--- config.mk ---
export PLATFORM = sky130hd
export DESIGN_NAME = uart_tx_flat
export DESIGN_NICKNAME = d
export VERILOG_FILES = /design/src/rtl/uart_tx_if.sv /design/src/rtl/uart_tx.sv /design/src/flat_wrapper.sv
export SDC_FILE = /design/constraint.sdc
export NUM_CORES = 1
export LEC_CHECK = 0
export CORE_UTILIZATION = 49
export DETAILED_ROUTE_END_ITERATION = 6
export GPL_ROUTABILITY_DRIVEN = 0
export PLACE_DENSITY = 0.77
export SYNTH_ARGS = -nofsm -noshare
export SYNTH_HDL_FRONTEND = slang
export SYNTH_SLANG_ARGS = --single-unit
export TNS_END_PERCENT = 30
--- constraint.sdc ---
create_clock -name clk -period 1.7 [get_ports clk]
set_clock_uncertainty 0.15 [all_clocks]
set_input_delay 0.17 -clock clk [delete_from_list [all_inputs] [get_ports clk]]
set_output_delay 0.17 -clock clk [all_outputs]
set_load 0.01 [all_outputs]
--- src/rtl/uart_tx_if.sv ---
// TX handshake between uart_ctrl (master) and the UART transmitter (slave).
interface uart_tx_if;
   logic       tx_req;
   logic [7:0] tx_data;
   logic       err_clr;
   logic       tx;
   logic       tx_empty;
   logic       tx_busy;
   logic       tx_error;

   modport master (
      output tx_req, tx_data, err_clr,
      input  tx, tx_empty, tx_busy, tx_error
   );

   modport slave (
      input  tx_req, tx_data, err_clr,
      output tx, tx_empty, tx_busy, tx_error
   );
endinterface

--- src/rtl/uart_tx.sv ---
// UART transmitter: 8 data bits LSB first, optional even/odd parity, 1 or 2
// stop bits. A one-byte holding register lets frames run back to back.
module uart_tx #(
   parameter int CLKS_PER_BIT = 16,
   parameter int PARITY       = 0,   // 0 none, 1 even, 2 odd
   parameter int STOP_BITS    = 1
) (
   input  logic     clk,
   input  logic     rst,
   uart_tx_if.slave bus
);

   localparam int            CW        = (CLKS_PER_BIT > 1) ? $clog2(CLKS_PER_BIT) : 1;
   localparam logic [CW-1:0] BAUD_LAST = CW'(CLKS_PER_BIT - 1);
   localparam logic          STOP_LAST = (STOP_BITS == 2);

   generate
      if (CLKS_PER_BIT < 2 || PARITY < 0 || PARITY > 2 || STOP_BITS < 1 || STOP_BITS > 2) begin : g_bad_param
         $error("uart_tx: illegal parameter combination");
      end
   endgenerate

   typedef enum logic [2:0] {S_IDLE, S_START, S_DATA, S_PARITY, S_STOP} state_t;

   state_t        state, state_d;
   logic [CW-1:0] baud_cnt, baud_d;
   logic [2:0]    bit_cnt, bit_d;
   logic          stop_cnt, stop_d;
   logic [7:0]    shift, shift_d;
   logic [7:0]    hold_data, hold_data_d;
   logic          hold_valid, hold_valid_d;
   logic          tx_q, tx_d;
   logic          err_q, err_d;
   logic          empty_q, busy_q;
   logic          load, overrun, baud_last, par_bit;

   assign baud_last = (baud_cnt == BAUD_LAST);
   // Parity comes from the latched shifter byte, never the live input.
   assign par_bit   = (PARITY == 2) ? ~(^shift) : ^shift;

   // Next-state, line level and holding-register update.
   always_comb begin
      // NOTE: every signal gets a default first so no path can infer a latch.
      state_d      = state;
      baud_d       = baud_cnt + CW'(1);
      bit_d        = bit_cnt;
      stop_d       = stop_cnt;
      shift_d      = shift;
      tx_d         = tx_q;
      load         = 1'b0;
      overrun      = 1'b0;
      hold_valid_d = hold_valid;
      hold_data_d  = hold_data;

      case (state)
         S_IDLE: begin
            baud_d = '0;
            tx_d   = 1'b1;
            if (hold_valid) begin
               load    = 1'b1;
               shift_d = hold_data;
               state_d = S_START;
               tx_d    = 1'b0;
            end
         end
         S_START: begin
            if (baud_last) begin
               baud_d  = '0;
               bit_d   = '0;
               state_d = S_DATA;
               tx_d    = shift[0];
            end
         end
         S_DATA: begin
            if (baud_last) begin
               baud_d = '0;
               if (bit_cnt == 3'd7) begin
                  stop_d = 1'b0;
                  if (PARITY != 0) begin
                     state_d = S_PARITY;
                     tx_d    = par_bit;
                  end else begin
                     state_d = S_STOP;
                     tx_d    = 1'b1;
                  end
               end else begin
                  bit_d = bit_cnt + 3'd1;
                  tx_d  = shift[bit_cnt + 3'd1];
               end
            end
         end
         S_PARITY: begin
            if (baud_last) begin
               baud_d  = '0;
               stop_d  = 1'b0;
               state_d = S_STOP;
               tx_d    = 1'b1;
            end
         end
         S_STOP: begin
            if (baud_last) begin
               baud_d = '0;
               if (stop_cnt == STOP_LAST) begin
                  if (hold_valid) begin
                     // Chain straight into the next start bit: no idle gap.
                     load    = 1'b1;
                     shift_d = hold_data;
                     state_d = S_START;
                     tx_d    = 1'b0;
                  end else begin
                     state_d = S_IDLE;
                     tx_d    = 1'b1;
                  end
               end else begin
                  stop_d = 1'b1;
               end
            end
         end
         default: begin
            state_d = S_IDLE;
            tx_d    = 1'b1;
         end
      endcase

      // A request is accepted if hold is empty or is being emptied this edge.
      if (load) hold_valid_d = 1'b0;
      if (bus.tx_req) begin
         if (!hold_valid || load) begin
            hold_valid_d = 1'b1;
            hold_data_d  = bus.tx_data;
         end else begin
            overrun = 1'b1;
         end
      end

      // Sticky error: a new overrun beats a simultaneous clear.
      err_d = overrun ? 1'b1 : (bus.err_clr ? 1'b0 : err_q);
   end

   // State register and registered outputs.
   always_ff @(posedge clk or posedge rst) begin
      if (rst) begin
         state      <= S_IDLE;
         baud_cnt   <= '0;
         bit_cnt    <= '0;
         stop_cnt   <= 1'b0;
         shift      <= '0;
         hold_data  <= '0;
         hold_valid <= 1'b0;
         tx_q       <= 1'b1;
         err_q      <= 1'b0;
         empty_q    <= 1'b1;
         busy_q     <= 1'b0;
      end else begin
         // NOTE: sequential state uses non-blocking assignments only.
         state      <= state_d;
         baud_cnt   <= baud_d;
         bit_cnt    <= bit_d;
         stop_cnt   <= stop_d;
         shift      <= shift_d;
         hold_data  <= hold_data_d;
         hold_valid <= hold_valid_d;
         tx_q       <= tx_d;
         err_q      <= err_d;
         empty_q    <= !hold_valid_d;
         busy_q     <= hold_valid_d || (state_d != S_IDLE);
      end
   end

   assign bus.tx       = tx_q;
   assign bus.tx_empty = empty_q;
   assign bus.tx_busy  = busy_q;
   assign bus.tx_error = err_q;

endmodule
--- src/flat_wrapper.sv ---
// flat-port wrapper written by rule: the top's interface ports become plain ports
module uart_tx_flat 
#(
   parameter int CLKS_PER_BIT = 16,
   parameter int PARITY       = 0,                           
   parameter int STOP_BITS    = 1
)
  (clk, rst, bus_tx_req, bus_tx_data, bus_err_clr, bus_tx, bus_tx_empty, bus_tx_busy, bus_tx_error);
  uart_tx_if bus_i ();
  input  logic clk;
  input  logic rst;
  input wire logic [$bits(bus_i.tx_req)-1:0] bus_tx_req;
  input wire logic [$bits(bus_i.tx_data)-1:0] bus_tx_data;
  input wire logic [$bits(bus_i.err_clr)-1:0] bus_err_clr;
  output wire logic [$bits(bus_i.tx)-1:0] bus_tx;
  output wire logic [$bits(bus_i.tx_empty)-1:0] bus_tx_empty;
  output wire logic [$bits(bus_i.tx_busy)-1:0] bus_tx_busy;
  output wire logic [$bits(bus_i.tx_error)-1:0] bus_tx_error;
  assign bus_i.tx_req = bus_tx_req;
  assign bus_i.tx_data = bus_tx_data;
  assign bus_i.err_clr = bus_err_clr;
  assign bus_tx = bus_i.tx;
  assign bus_tx_empty = bus_i.tx_empty;
  assign bus_tx_busy = bus_i.tx_busy;
  assign bus_tx_error = bus_i.tx_error;
  uart_tx #(.CLKS_PER_BIT(CLKS_PER_BIT), .PARITY(PARITY), .STOP_BITS(STOP_BITS)) u_core (.clk(clk), .rst(rst), .bus(bus_i));
endmodule
# Yosys cells after proc, flatten, opt, wreduce, memory -nomap -nowiden
# Cells that the tools add are included.
[totals]
in_bits = 12
word_cells = 89
ff_bits = 32
[classes]
n_addsub = 2
n_lt_le_gt_ge = 1
reduce_logical = 16
n_eq_ne = 13
muxes = 46
[op_table]
columns = ["operator", "count"]
rows = [
  ["$mux W3", 10],
  ["$mux W1", 24],
  ["$mux W8", 3],
  ["$pmux W8 S2", 1],
  ["$pmux W3 S5", 1],
  ["$ne A2 B1 Y1 const B", 5],
  ["$reduce_and A5 Y1", 2],
  ["$pmux W4 S2", 1],
  ["$eq A3 B2 Y1 const B", 2],
  ["$eq A3 B3 Y1 const B", 2],
  ["$pmux W3 S2", 1],
  ["$reduce_bool A2 Y1", 3],
  ["$reduce_bool A3 Y1", 2],
  ["$pmux W1 S5", 1],
  ["$add A4 B1 Y4 const B", 1],
  ["$eq A4 B4 Y1 const B", 1],
  ["$lt A3 B4 Y1 const B", 1],
  ["$mux W4", 1],
  ["$ne A2 B2 Y1 const B", 2],
  ["$reduce_and A4 Y1", 1],
  ["$reduce_or A4 Y1", 1],
  ["$add A3 B1 Y3 const B", 1],
  ["$bmux W1 S3", 1],
  ["$eq A3 B1 Y1 const B", 1],
  ["other kinds (7)", 9],
]

# Depth between registers and ports, before layout
# Gate-level depths: netlist of the first run.
[depth]
word_depth = 8
depth_mapped = 7
depth_no_buf = 6

# Worst setup path before layout of the first run
# No wires, ideal clock.
[synth_timing]
path_kind = "reg-to-reg"
start = "reg u_core.baud_cnt[0]"
end = "reg u_core.hold_data[0]"
setup_slack_ns = -0.173
required_ns = 1.425
n_path_buf = 1
stages_incl_launch_ff = 8
arrival_time_ns = 1.598
cell_sequence = "dfrtp_1 > ha_1 > nand3_4 > nand2_1 > a21boi_2 > nand2b_1 > buf_6 > mux2_2"
[synth_via]
elab_chain_cells = 5
[synth_rtl]
columns = ["element", "line", "source"]
rows = [
  ["start, declared", "uart_tx.sv:26", "logic [CW-1:0] baud_cnt, baud_d;"],
  ["start signal, assigned", "uart_tx.sv:157", "baud_cnt <= baud_d;"],
  ["$eq A4 B4 Y1", "uart_tx.sv:37", "assign baud_last = (baud_cnt == BAUD_LAST);"],
  ["$mux W1", "uart_tx.sv:101", "if (baud_last) begin"],
  ["$pmux W1 S2", "uart_tx.sv:55", "case (state)"],
  ["$logic_or A1 B1 Y1", "uart_tx.sv:128", "if (!hold_valid || load) begin"],
  ["$reduce_and A2 Y1 (no source line)", "-", ""],
  ["end signal, assigned", "uart_tx.sv:161", "hold_data <= hold_data_d;"],
  ["end, declared", "uart_tx.sv:30", "logic [7:0] hold_data, hold_data_d;"],
]
# Every way passes these cells.
# A chain may end at the register's enable or synchronous reset.

# Worst setup path in the final report of the first run
[layout_timing]
start = "reg u_core.state[1]"
end = "reg u_core.tx_q, in the netlist u_core.bus.tx"
[layout_via]
elab_chain_cells = 3
[layout_rtl]
columns = ["element", "line", "source"]
rows = [
  ["start, declared", "uart_tx.sv:25", "state_t state, state_d;"],
  ["start signal, assigned", "uart_tx.sv:156", "state <= state_d;"],
  ["$eq A3 B3 Y1, or another cell as far along", "uart_tx.sv:55", ""],
  ["$ne A2 B2 Y1 (no source line) / $ne A2 B1 Y1 (equally long branches)", "-", ""],
  ["$reduce_and A5 Y1 (no source line)", "-", ""],
  ["end signal, assigned", "uart_tx.sv:163", "tx_q <= tx_d;"],
  ["end, declared", "uart_tx.sv:32", "logic tx_q, tx_d;"],
]
# Parallel ways exist; a longest one is shown, timed or not.

==> qor.yml, run 1 <==
status: "complete, but fails checks"
violations: "hold timing, setup timing"
max_cap_violations: 0
maxSlewHeadroom_pct: 67.6
end_kind: "register"
drt_iter0_markers: 17
setup_violations: 9
cts_hold_buf: 0
p_sw_share_pct: 31.9
finalMaxSlewViolations: 0
io_pins: 16
arrival_ns: 1.87
yosysUniqueCellTypes: 39
cts-root-buf: "clkbuf_4"
dr.pass1.iters: 4
seq_area_frac_synth_pct: 53.3
port-buffer-count: 15
synth_fp_nets: 132
cts.clk_slew.worst_paths_ns: 0.10
critPathMaxFanout: 10
cts_sinks: 31
avgViaCountPerCell: 5.71
dieArea_um2: 3200
yosys_warnings: 0
final_util_pct: 71.6
syn_area_um2: 1460
start_util_pct: 52.5
nFillCells: 196
wl_per_cell_um: 16.0
setup_tns_ns: -0.366
die_w_um: 56.6
grtUsageTotal_pct: 21.4
fin_nets: 172
rsz0062_at_grt: "true"
diodes: 0
grt_start_max_net_pins: 22
stdcell_count: 189
hold_class: "primary input to asynchronous set/reset pin"
synth_top_area_share_pct: 49.7
intPower_w: 0.00218
placed_cells: 176
cts.path.max_buffers: 2
power_frac_seq_pct: 42.1
drcViolationCount: 0
drive_gt1_share_pct: 43.0
dp_hpwl_mm: 2.12
combPwrFrac_pct: 39.0
criticalPathCategory: "register to register"
ant_nets: 0
grt_pass1_vias: 1130
antenna_found_initial: 0
routed_wl_mm: 3.03
rows: 19
die_h_um: 56.6
synth_cells: 117
vdd_ir_drop_max_v: 0.00133
max_freq_mhz: 570
clk_latency_ns: 0.33
multi_input_area_um2: 749
power_density_nw_per_um2: 1610
synth_top_area_cell: "dfrtp_1"
synth_area_leaders: "dfrtp_1, mux2_2, dfstp_2, ha_1, nor2_1"
fin_crit_sh_pct: 103
cts_made_buffers: 5
htree_levels: 2
overflow: 0
cts_tree: "built"
whs_ns: -0.00310
power.switching_w: 0.00102
placeableCoreArea_um2: 2780
avgSynthCellArea_um2: 12.5
grt_pass1_wl_mm: 5.11
startpoint_type: "register"
hold_viol: 6
critPathRequiredTime_ns: 1.82
area_growth_pct: 36.5
finalPower_w: 0.00320
layout_min_cycle_time_ns: 1.75
tightest_slew_ns: 0.486
dp_slack_ns: -0.0978
ys_seq_elements: 31
fin_ws_ns: -0.0533
p_leak_nw: 0.875
seqCellArea_um2: 781
vias: 1080
p_clk_share_pct: 18.9
## synth_stat cells
| cell type | n |
|---|---|
| a2111oi_2 | 1 |
| a21boi_2 | 1 |
| a21oi_1 | 2 |
| a22o_1 | 2 |
| a22oi_1 | 1 |
| a31oi_1 | 1 |
| and3_2 | 1 |
| buf_1 | 1 |
| buf_4 | 1 |
| buf_6 | 2 |
| dfrtp_1 | 29 |
| dfstp_2 | 2 |
| ha_1 | 3 |
| inv_1 | 3 |
| maj3_2 | 1 |
| mux2_2 | 16 |
| mux2_4 | 1 |
| mux2i_1 | 2 |
| mux4_2 | 1 |
| nand2_1 | 8 |
| nand2b_1 | 1 |
| nand3_1 | 4 |
| nand3_2 | 1 |
| nand3_4 | 1 |
| nand3b_1 | 2 |
| nand4bb_1 | 1 |
| nor2_1 | 9 |
| nor2_8 | 1 |
| nor2b_1 | 1 |
| nor3_1 | 3 |
| nor3b_1 | 1 |
| nor4_1 | 1 |
| o21ai_0 | 4 |
| o21ai_1 | 2 |
| o22ai_1 | 1 |
| o311a_1 | 1 |
| o31ai_1 | 1 |
| or2_2 | 2 |
| xnor2_1 | 1 |
## cell type report
class,count,area share [%]
flip-flops and latches,31,39.2
multi-input cells,79,37.6
repair buffers,37,16.3
clock buffers,6,2.58
well taps,31,1.95
clock inverters,2,1.76
inverters,3,0.565
## power groups by stage
stage	sequential (W)	combinational, W	clock (W)
after global placement	0.00132	0.00112	0
after detailed placement	0.00134	0.00117	0
final	0.00135	0.00125	0.000605
after floorplan	0.00125	0.000896	0
after CTS	0.00133	0.00122	0.000617
after global routing	0.00138	0.00135	0.000663
## stage by stage
step	area [um2]	hold slack (ns)
after floorplan	1530	0.122
after global placement	1820	0.339
after detailed placement	1820	0.341
after CTS	1970	0.0127
after global routing	1990	0.0353
final	1990	-0.00310
## cells in the final DEF, fill, tap and decap left out, types with 2 or more instances in the layout
cell	instances
dfrtp_1	27
buf_4	21
clkdlybuf4s50_1	13
nor2_1	9
mux2_2	9
mux2_4	8
nand2_1	7
clkbuf_4	5
nand3_1	4
o21ai_0	3
inv_1	3
ha_4	3
nand3_4	2
a22o_1	2
or2_2	2
mux2i_1	2
nand3b_1	2
o21ai_1	2
nor3_1	2
a21oi_1	2
dlygate4sd2_1	2
dfstp_2	2
dfrtp_2	2
## flip-flops by register name (all words and copies together) (netlist names)
name and count:
u_core.bus.tx_empty 1, u_core.hold_valid 1, u_core.hold_data 8, u_core.bus.tx 1
u_core.bus.tx_busy 1, u_core.bit_cnt 3, u_core.baud_cnt 4, u_core.shift 8
u_core.bus.tx_error 1, u_core.state 3
## repair_timing
item	4_1_cts	5_1_grt
pin swaps	4	3
resized for setup	6	5
buffers inserted	5	0
endpoints found under the setup margin	22	21
hold endpoints to repair	0	0
## kinds of logic (layout without fill, tap and decap cells)
| logic type | after synthesis | in the layout | synth area share [%] |
|---|---|---|---|
| DFF | 31 | 31 | 53.3 |
| AOI/OAI and AO/OA | 17 | 17 | 8.32 |
| xor gates and xnor gates | 1 | 1 | 0.600 |
| muxes | 20 | 20 | 16.3 |
| adders and majority gates | 4 | 4 | 3.34 |
| buffers and inverters | 7 | 48 | 3.09 |
| and+or+nand+nor | 37 | 37 | 15.0 |
## worst max-delay path, cell delays in order (launching register included)
cell	delay [ns]
dfrtp_2	0.52
or2_2	0.34
o21ai_1	0.30
a2111oi_4	0.09
o21ai_1	0.10
o311a_1	0.19
## layer usage
metal	vias up	share of wire, %	GRT usage, %
met5	-	0	0
met4	0	0.23	5.92
met3	2	3.4	7.60
met2	23	52	35.0
met1	549	44	26.9
li1	506	-	-
## worst paths after layout
check	from	end	slack [ns]	cells after the start
max reg2reg	u_core.state[1]	u_core.bus.tx	-0.05	5
min reg2reg	u_core.hold_data[2]	u_core.hold_data[2]	0.36	1
min in group clk	bus_err_clr	u_core.bus.tx_error	0.26	2
min	rst	u_core.state[2]	-0.003	2
max in group asynchronous	rst	u_core.hold_data[6]	0.93	3
max	u_core.state[1]	u_core.bus.tx	-0.05	5
Power figures use the tool's default switching activity.
==> inputs of run 2 (changes only) <==
Settings changed: PLACE_DENSITY 0.77 to 0.71.
==> qor.yml, run 2 (synthesis gave the netlist of run 1 again) <==
hold_viol: 0  # -6
maxSlewHeadroom_pct: 73.8  # +6.3 points
power.switching_w: 0.000999  # -2.2%
drcViolationCount: 0  # unchanged
max_freq_mhz: 575  # +0.76%
startpoint_type: "register"
setup_violations: 10  # +1
clk_latency_ns: 0.33  # about the same
cts-root-buf: "clkbuf_4"
placed_cells: 175  # -0.57%
grt_start_max_net_pins: 32  # +45%
cts.clk_slew.worst_paths_ns: 0.11  # about the same
p_clk_share_pct: 13.9  # -5.0 points
max_cap_violations: 0  # unchanged
final_cell_mix: "dfrtp_1, buf_4, clkdlybuf4s50_1"
power_frac_seq_pct: 44.4  # +2.3 points
tightest_slew_ns: 0.393  # -0.0929 ns
rows: 19  # unchanged
drive_gt1_share_pct: 43.3  # +0.27 points
critPathLaunch: "u_core.bit_cnt[1]"
cts.path.max_buffers: 2  # unchanged
cts_hold_buf: 0  # unchanged
fin_crit_sh_pct: 102  # -0.78 points
dr.pass1.iters: 4  # unchanged
die_h_um: 56.6  # unchanged
diodes: 0  # unchanged
hold_class: "primary input to asynchronous set/reset pin"
combPwrFrac_pct: 41.7  # +2.7 points
p_leak_nw: 0.868  # -0.86%
htree_levels: 2  # unchanged
ant_nets: 0  # unchanged
cts_made_buffers: 5  # unchanged
power_density_nw_per_um2: 1540  # -4.3%
routed_wl_mm: 2.85  # -5.8%
port-buffer-count: 15  # unchanged
criticalPathCategory: "register to register"
vias: 1046  # -3.1%
seqCellArea_um2: 781  # unchanged
stdcell_count: 188  # -0.53%
r2r_slack_ns: -0.04  # about the same
cts_tree: "built"
grt_pass1_wl_mm: 4.75  # -7.0%
nFillCells: 197  # +0.51%
placeableCoreArea_um2: 2780  # unchanged
wl_per_cell_um: 15.2  # -5.3%
io_pins: 16  # unchanged
dp_hpwl_mm: 1.98  # -6.5%
reg.largest.list: "u_core.hold_data (8), u_core.shift (8), u_core.baud_cnt (4)"
die_w_um: 56.6  # unchanged
grt_pass1_vias: 1091  # -3.5%
p_sw_share_pct: 33.2  # +1.4 points
violations: "setup timing"
critPathRequiredTime_ns: 1.81  # about the same
cts_sinks: 31  # unchanged
grtUsageTotal_pct: 19.6  # -1.8 points
setup_tns_ns: -0.115  # +0.251 ns
overflow: 0  # unchanged
arrival_ns: 1.85  # -0.02 ns
drt_iter0_markers: 19  # +2
avgViaCountPerCell: 5.56  # -2.6%
finalMaxSlewViolations: 0  # unchanged
status: "complete, but fails checks"
multi_input_area_um2: 758  # +1.2%
dieArea_um2: 3200  # unchanged
antenna_found_initial: 0  # unchanged
start_util_pct: 52.5  # unchanged
intPower_w: 0.00201  # -8.1%
rsz0062_at_grt: "true"
vdd_ir_drop_max_v: 0.00117  # -12%
fin_nets: 171  # -0.58%
critPathMaxFanout: 2  # -8
end_kind: "register"
layout_min_cycle_time_ns: 1.74  # -0.0132 ns
mostFrequentLayoutCell: "dfrtp_1"
area_growth_pct: 33.8
rr_worst_depth: 5  # unchanged
timing.rr.end: "u_core.bus.tx"
fin_ws_ns: -0.0401  # +0.0132 ns
rr_startpoint: "u_core.bit_cnt[1]"
[run 2: layer usage]
layer / global-route usage [%] / wire, um / up-vias
met2: 32.9 / 1450 / 17
met3: 4.84 / 77 / 5
met1: 23.9 / 1290 / 519
met5: 0 / 0 / -
met4: 8.01 / 34 / 0
li1: - / - / 505
[run 2: timing repair]
action | in CTS | in global routing
setup endpoints to repair | 21 | 21
buffers inserted | 3 | 2
gates resized for setup | 4 | 8
pin swaps | 4 | 2
cloned | 0 | 0
[run 2: worst max-delay path by stage]
stage                          endpoint  slack (ns)  depth (start not counted)
global placement          u_core.bus.tx       -0.04                          6
finish                    u_core.bus.tx       -0.04                          5
global route              u_core.bus.tx       -0.10                          5
detailed placement        u_core.bus.tx       -0.11                          6
CTS                       u_core.bus.tx       -0.06                          5
floorplan           u_core.hold_data[0]       -0.03                          7
[run 2: layout make-up]
cell class | count | area share, %
sequential | 31 | 40.0
multi-input combinational | 79 | 38.8
timing repair buffer | 36 | 15.8
clock buffer | 6 | 2.12
tap | 31 | 1.99
clock inverter | 2 | 0.641
inverter | 3 | 0.577
[run 2: through the flow]
step                util [%]  hold WS (ns)  total power (W)  instance area [um2]  setup slack, ns
finish                  70.2        0.0737          0.00300                 1950          -0.0401
detailed placement      64.7         0.345          0.00250                 1800           -0.114
floorplan                  -         0.122          0.00215                 1530          -0.0271
CTS                     68.2        0.0872          0.00296                 1900          -0.0568
global placement        64.7         0.339          0.00245                 1800          -0.0394
global route            70.2         0.134          0.00319                 1950           -0.102
[run 2: power by group through the flow]
| stage | combinational, W | clock [W] | sequential [W] |
|---|---|---|---|
| 2_1_floorplan | 0.000896 | 0 | 0.00125 |
| 3_3_place_gp | 0.00112 | 0 | 0.00133 |
| 3_5_place_dp | 0.00116 | 0 | 0.00134 |
| 4_1_cts | 0.00120 | 0.000426 | 0.00133 |
| 5_1_grt | 0.00136 | 0.000459 | 0.00137 |
| 6_report | 0.00125 | 0.000418 | 0.00134 |
[run 2: worst max-delay path, stage by stage (launching register included)]
cell	delay [ns]
dfrtp_1	0.42
ha_4	0.29
mux4_2	0.50
nor2_2	0.12
o21ai_1	0.07
o311a_1	0.12
